[config.mk]
export PLATFORM = sky130hd
export DESIGN_NAME = cdb_arbiter
export DESIGN_NICKNAME = d
export VERILOG_FILES = /design/src/rtl/cdb_arbiter.sv
export SDC_FILE = /design/constraint.sdc
export NUM_CORES = 1
export LEC_CHECK = 0
export ABC_AREA = 0
export CAP_MARGIN = 0
export CORE_AREA = 8 8 108 110
export CTS_CLUSTER_DIAMETER = 80
export DETAILED_ROUTE_END_ITERATION = 16
export DIE_AREA = 0 0 116 118
export PLACE_DENSITY = 0.78
export SYNTH_ARGS = -nofsm -noshare
export SYNTH_HDL_FRONTEND = slang
export SYNTH_SLANG_ARGS = --single-unit
[constraint.sdc]
create_clock -name clk -period 1.78 [get_ports clk]
set_input_delay 0.178 -clock clk [delete_from_list [all_inputs] [get_ports clk]]
set_output_delay 0.178 -clock clk [all_outputs]
set_load 0.02 [all_outputs]
[src/rtl/cdb_arbiter.sv]
// Round-robin arbiter placing one execution-unit result per cycle onto the common data bus.
// Optional conflict counter under CDB_CONFLICT_STATS_EN; 1-cycle latency, no downstream backpressure.
package cdb_arbiter_pkg;
   typedef struct packed {
      logic lt;
      logic gt;
      logic eq;
      logic so;
      logic ov;
      logic ca;
   } cond_exception_t;
endpackage

module cdb_arbiter
   import cdb_arbiter_pkg::*;
#(
   parameter int UNITS       = 4,
   parameter int RS_ID_WIDTH = 5
) (
   input  logic                    clk,
   input  logic                    rst,
   input  logic [0:UNITS-1]        unit_valid,
   output logic [0:UNITS-1]        unit_ready,
   input  logic [0:RS_ID_WIDTH-1]  unit_rs_id    [0:UNITS-1],
   input  logic [0:4]              unit_reg_addr [0:UNITS-1],
   input  logic [0:31]             unit_result   [0:UNITS-1],
   input  cond_exception_t         unit_cr0_xer  [0:UNITS-1],
   output logic                    update_op_valid,
   output logic [0:RS_ID_WIDTH-1]  update_op_rs_id,
   output logic [0:31]             update_op_value,
   output logic                    gpr_we,
   output logic [0:4]              gpr_addr,
   output cond_exception_t         cr0_xer_out
`ifdef CDB_CONFLICT_STATS_EN
   ,
   output logic [0:15]             conflict_count
`endif
);

   localparam int PTR_W = $clog2(UNITS);

   logic [PTR_W-1:0] rr_ptr;
   logic [PTR_W-1:0] grant;
   logic             grant_vld;

   // Search begins just after the last winner, so the previous grantee has lowest priority.
   always_comb begin
      grant_vld = 1'b0;
      grant     = '0;
      for (int k = 1; k <= UNITS; k++) begin
         if (!grant_vld && unit_valid[(int'(rr_ptr) + k) % UNITS]) begin
            grant_vld = 1'b1;
            grant     = PTR_W'((int'(rr_ptr) + k) % UNITS);
         end
      end
   end

   always_comb begin
      unit_ready = '0;
      if (rst && grant_vld) begin
         unit_ready[grant] = 1'b1;
      end
   end

   always_ff @(posedge clk or negedge rst) begin
      if (!rst) begin
         update_op_valid <= 1'b0;
         gpr_we          <= 1'b0;
         update_op_rs_id <= '0;
         update_op_value <= '0;
         gpr_addr        <= '0;
         cr0_xer_out     <= '0;
         rr_ptr          <= PTR_W'(UNITS - 1);
      end else begin
         update_op_valid <= grant_vld;
         gpr_we          <= grant_vld;
         if (grant_vld) begin
            update_op_rs_id <= unit_rs_id[grant];
            update_op_value <= unit_result[grant];
            gpr_addr        <= unit_reg_addr[grant];
            cr0_xer_out     <= unit_cr0_xer[grant];
            rr_ptr          <= grant;
         end
      end
   end

`ifdef CDB_CONFLICT_STATS_EN
   // Counts cycles where more than one unit competes; sticks at all-ones.
   always_ff @(posedge clk or negedge rst) begin
      if (!rst) begin
         conflict_count <= '0;
      end else if ($countones(unit_valid) > 1 && conflict_count != 16'hFFFF) begin
         conflict_count <= conflict_count + 16'd1;
      end
   end
`endif

endmodule

# Yosys cells after proc, flatten, opt, wreduce, memory -nomap -nowiden
# Index checks and enable logic that the tools add are counted.
[op_classes] reduce_logical=12 addsub=4 magnitude_cmp=6 n_mux=35 bitwise=9
[op_table] op="$ge 32x3->1 const B" count=4
[op_table] op="$not 32->32" count=4
[op_table] op="$bmux 32 s2" count=1
[op_table] op="$mux 32" count=2
[op_table] op="$bmux 5 s2" count=2
[op_table] op="$mux 5" count=4
[op_table] op="$mux 1" count=13
[op_table] op="$bmux 6 s2" count=1
[op_table] op="$mux 6" count=2
[op_table] op="$bmux 1 s2" count=4
[op_table] op="$mux 2" count=4
[op_table] op="$reduce_or 2->1" count=4
[op_table] op="$logic_and 1x1->1" count=5
[op_table] op="$add 2x1->2 const B" count=2
[op_table] op="$add 2x2->2 const B" count=2
[op_table] op="$and 1x1->1 const A" count=4
[op_table] op="$mux 4" count=1
[op_table] op="$ge 3x3->1 const B" count=1
[op_table] op="$logic_not 1->1" count=3
[op_table] op="$lt 3x1->1 const B" count=1
[op_table] op="$not 2->3" count=1
[op_table] op="$demux 1 s2" count=1
[totals] elab_cells=77 reg_bits=51 inputBits=198 output_inout_bits=54

# Logic depth before layout (Yosys ltp)
[depth] word_depth=23 depth_mapped=8 depth_no_buf=5

# Worst setup path after synthesis
# No wires, ideal clock.
[synth_timing] path_type="reg-to-output" start="register rr_ptr[0]" end="output unit_ready[0] (netlist bit)" path_buffers=2 path_stages_with_launch=7 arrival_ps=1636 slack_ps=-34 required_ps=1602 path_cell_list="dfstp_2 > and2b_1 > nand3b_1 > nand2_1 > buf_2 > buf_2 > and3_1"
[synth_via] elab_chain_len=21 elab_cells_between_ends=42 classes_between="add/sub: 4; order compare: 2; mux: 23; bitwise: 5; reduce/logical: 8"
[synth_lines] element="from (decl)" line_no="42" text="logic [PTR_W-1:0] rr_ptr;"
[synth_lines] element="from (signal assigned)" line_no="73" text="rr_ptr <= PTR_W'(UNITS - 1);"
[synth_lines] element="from (signal assigned)" line_no="82" text="rr_ptr <= grant;"
[synth_lines] element="$add 2x1->2" line_no="51, 53"
[synth_lines] element="$not 32->32 (implied by the code)" line_no="51" text="if (!grant_vld && unit_valid[(int'(rr_ptr) + k) % UNITS]) begin"
[synth_lines] element="$bmux 1 s2" line_no="51"
[synth_lines] element="$mux 1 (implied by the code) (2 in series)" line_no="51"
[synth_lines] element="$mux 1" line_no="51"
[synth_lines] element="$logic_not 1->1" line_no="51"
[synth_lines] element="$logic_and 1x1->1" line_no="51"
[synth_lines] element="$mux 1" line_no="51"
[synth_lines] element="[4 not listed]"
[synth_lines] element="$logic_and 1x1->1" line_no="51"
[synth_lines] element="$mux 2" line_no="51"
[synth_lines] element="$not 2->3 (implied by the code)" line_no="61" text="unit_ready[grant] = 1'b1;"
[synth_lines] element="$ge 3x3->1 (implied by the code) or $lt 3x1->1 (tied branches)" line_no="61"
[synth_lines] element="$logic_and 1x1->1 (implied by the code)" line_no="61"
[synth_lines] element="$mux 1 (implied by the code)" line_no="61"
[synth_lines] element="$demux 1 s2" line_no="61"
[synth_lines] element="$mux 4 (*)" line_no="60" text="if (rst && grant_vld) begin"
[synth_lines] element="to (decl)" line_no="23" text="output logic [0:UNITS-1] unit_ready,"
# Every way passes the cells marked *; elsewhere a longest branch is shown, timed or not. The select of a mux whose other input is x is not followed.

# Worst setup path in the final report
# Same ends and word-level chain as after synthesis.

==> out/summary.txt <==
Top cell type's share of synthesized area: 43.27%
Via Count: 3781
Max Cap Viol: 0
Overflow after GRT: 0
Critical path depth: 6
Synth Area in Compound Gates: 30.15%
Synth warn: 0
Largest net degree at the start of global routing: 52
Die ar.: 13690 µm²
First-pass DRT Iterations: 7
Hold Fails Final Rpt: 0
Fraction of layout cells with a size suffix above 1: 9.397%
I/O Buffers: 251
Diode count: 0
Reg2reg start: rr_ptr[0]$_DFFE_PN1P_
Seq cells post-synth: 51
Number of global-route vias before repair: 3842
CTS tree: built
Post-synthesis xor/xnor area fraction: 0%
Final ANT Viol Nets: 0
Synth top cells by count: 51 x nand2_1, 50 x nor2_1, 49 x a31oi_1, 49 x dfrtp_1, 48 x a222oi_1
Num Clock Sinks: 51
FF-to-FF End: update_op_rs_id[1]$_DFFE_PN0P_
Setup TNS: -7272 ps
Setup crit end: unit_ready[0]
R2R depth: 8
Placement Setup Slack: -521.5 ps
Io pins: 252
Post-Syn Instances: 310
Crit. End Element: primary output
H-tree Lvls: 2
Largest family of logic cells by synthesized area: compound AO/OA/AOI/OAI gates
Power Dens Cells: 1170 nW/µm²
RePlAce Congestion: 0.8419
GR Util met1: 23.11%
CP max stage cell: dfstp_2
Most numerous cell in the Yosys netlist: nand2_1
Starting density of the core: 28.34%
Clock buffer count from CTS: 5
FMAX: 0.5037 GHz
WS Path Type: reg -> out
Unique masters post-synth: 29
CORE AREA: 10000 µm²
R2R setup slack: -180 ps
Std cell rows: 37
Die Width: 116 µm
Area delta synth->final: 104.4%
Register area share after synthesis: 45.12%
Clk_lat worst skew: 300 ps
Final core occ: 57.92%
Final worst path period need: 1985 ps
Primary FF master, synth: dfrtp_1
Data arrival, critical path: 1810 ps
Worst Tran Pin Value: 537.1 ps
Initial antenna violation count: 0
Met3 GRT Util: 6.824%
Largest area contributor in the netlist: dfrtp_1
Area post-placement: 5544 µm²
Adder-cell area share of the yosys netlist: 0%
GR peak layer: met2
Post-synth EDFFs: 0
Worst setup slack after layout: -205.2 ps
CTS max path bufs: 2
Total GRT Usage: 20.34%
Worst-case clock skew: 4.187 ps
Synth Cell Area: 2834 µm²
CTS clk-pin slew, worst paths: 100 ps
Final instance area: 5792 µm²
Maximum fanout along the worst path: 4
Slew Limit Fails: 0
Slowest stage delay, CP: 570 ps
WL/cell: 21.77 µm
Min Hold Slack: 422.9 ps
Final setup violation count: 52
Mux contribution to synthesized area: 0%
Avg Vias per Cell: 5.401
HPWL after detailed placement: 10.72 mm
Initial DRC count: 436
CP delay by family, top: simple AND/OR/NAND/NOR gates
Failing checks: setup timing
First-pass GRT wire length: 21.74 mm
Cell mode on critical path: buf_6
Tcrit/Tclk final: 111.5%
Die H: 118 µm
Met2 Usage GRT: 35.47%
Max-slew headroom: 64.19%
Leak: 2.299 nW
Post-synth ARST share: 100.0%
Status: complete, but fails checks
CP Launch Type: flop
Clock Root Buffer: clkbuf_8
Synthesized net count: 508
Worst Path Buf+Inv: 2
Peak supply drop: 0.5914 mV
RSZ-0062 raised after global routing: true
Worst min path class: in -> reg
CP required: 1600 ps
Crit. Startpoint: rr_ptr[0]$_DFFE_PN1P_
Top cells by area, synth: dfrtp_1 43%, a222oi_1 17%, a31oi_1 11%, nand2_1 6.8%, nor2_1 6.6%
Mean post-synth cell area: 9.142 µm²
Fraction of the mapped netlist area in simple logic gates: 17.13%
Routed WL: 15.24 mm
Fin nets: 762
Drt drc: 0
CP Cell Sequence: and2b_1, buf_6, nand3b_1, nand2_4, and3_4, buf_6
routing by layer:
metal  vias to the layer above  share of wire [%]
met4                         0                1.5
met1                      1805                 37
met5                         -                  0
li1                       1728                  -
met3                        20                 11
met2                       228                 50
flip-flops by register name, indices dropped and copies added (netlist names):
signal           count
gpr_addr             5
update_op_rs_id      5
rr_ptr               2
cr0_xer_out          6
gpr_we               1
update_op_value     32
worst min-delay path: cells and delay by family:
| family | cells | cell delay, ps |
|---|---|---|
| AOI/OAI and AO/OA | 1 | 70 |
| buffers and inverters | 1 | 390 |
| and+or+nand+nor | 1 | 50 |
area by class of cell:
class | instances | area [µm²]
Clock buffer | 6 | 82.58
Clock inverter | 1 | 5.005
Fill cell | 863 | 4208
Inverter | 2 | 7.507
Multi-Input combinational cell | 229 | 1441
Sequential cell | 51 | 1279
Tap cell | 136 | 170.2
Timing Repair Buffer | 275 | 2806
what timing repair did:
item,in CTS,in global routing
pin swaps,13,16
setup buffers,3,0
resized for setup,26,6
setup endpoints to repair,52,52
cloned,4,3
endpoints found under the hold margin,10,0
hold buffers,1,0
power by group:
part	internal, mW	leakage [nW]	switching (mW)	total, mW
clock network	0.307	0.0470	0.405	0.712
logic	2.10	1.65	2.00	4.09
registers	1.66	0.604	0.315	1.97
total	4.06	2.30	2.72	6.78
through the flow:
step           power, mW  std cells
2_1_floorplan      3.812        310
3_3_place_gp       5.668        682
3_5_place_dp       5.753        682
4_1_cts            6.712        697
5_1_grt            7.119        700
6_report           6.775        700
cells by family (layout without fill, tap and decap cells):
| logic type | Yosys count | in the layout |
|---|---|---|
| buffers and inverters | 36 | 284 |
| flip-flops | 51 | 51 |
| AND/OR/NAND/NOR | 117 | 123 |
| AO/OA/AOI/OAI | 106 | 106 |
cells in the final DEF (no fill, tap or decap), types with 6 or more instances in the layout:
cell type,synthesis,routed
a222oi_1,48,48
a31oi_1,49,49
and2_4,1,7
buf_12,0,7
buf_4,1,13
clkbuf_8,0,6
clkdlybuf4s50_1,0,245
dfrtp_1,49,49
nand2_1,51,49
nor2_1,50,50
how the worst min path moves through the flow:
stage                startpoint  slack (ps)                              end  depth (start not counted)
2_1_floorplan               rst        -120       cr0_xer_out[0]$_DFFE_PN0P_                          0
3_3_place_gp                rst         280   update_op_value[8]$_DFFE_PN0P_                          2
3_5_place_dp                rst         280   update_op_value[8]$_DFFE_PN0P_                          2
4_1_cts         unit_result[79]         400  update_op_value[16]$_DFFE_PN0P_                          3
5_1_grt         unit_result[95]         430   update_op_value[0]$_DFFE_PN0P_                          3
6_report       unit_cr0_xer[16]         420       cr0_xer_out[4]$_DFFE_PN0P_                          3
Power figures use the tool's default switching activity.
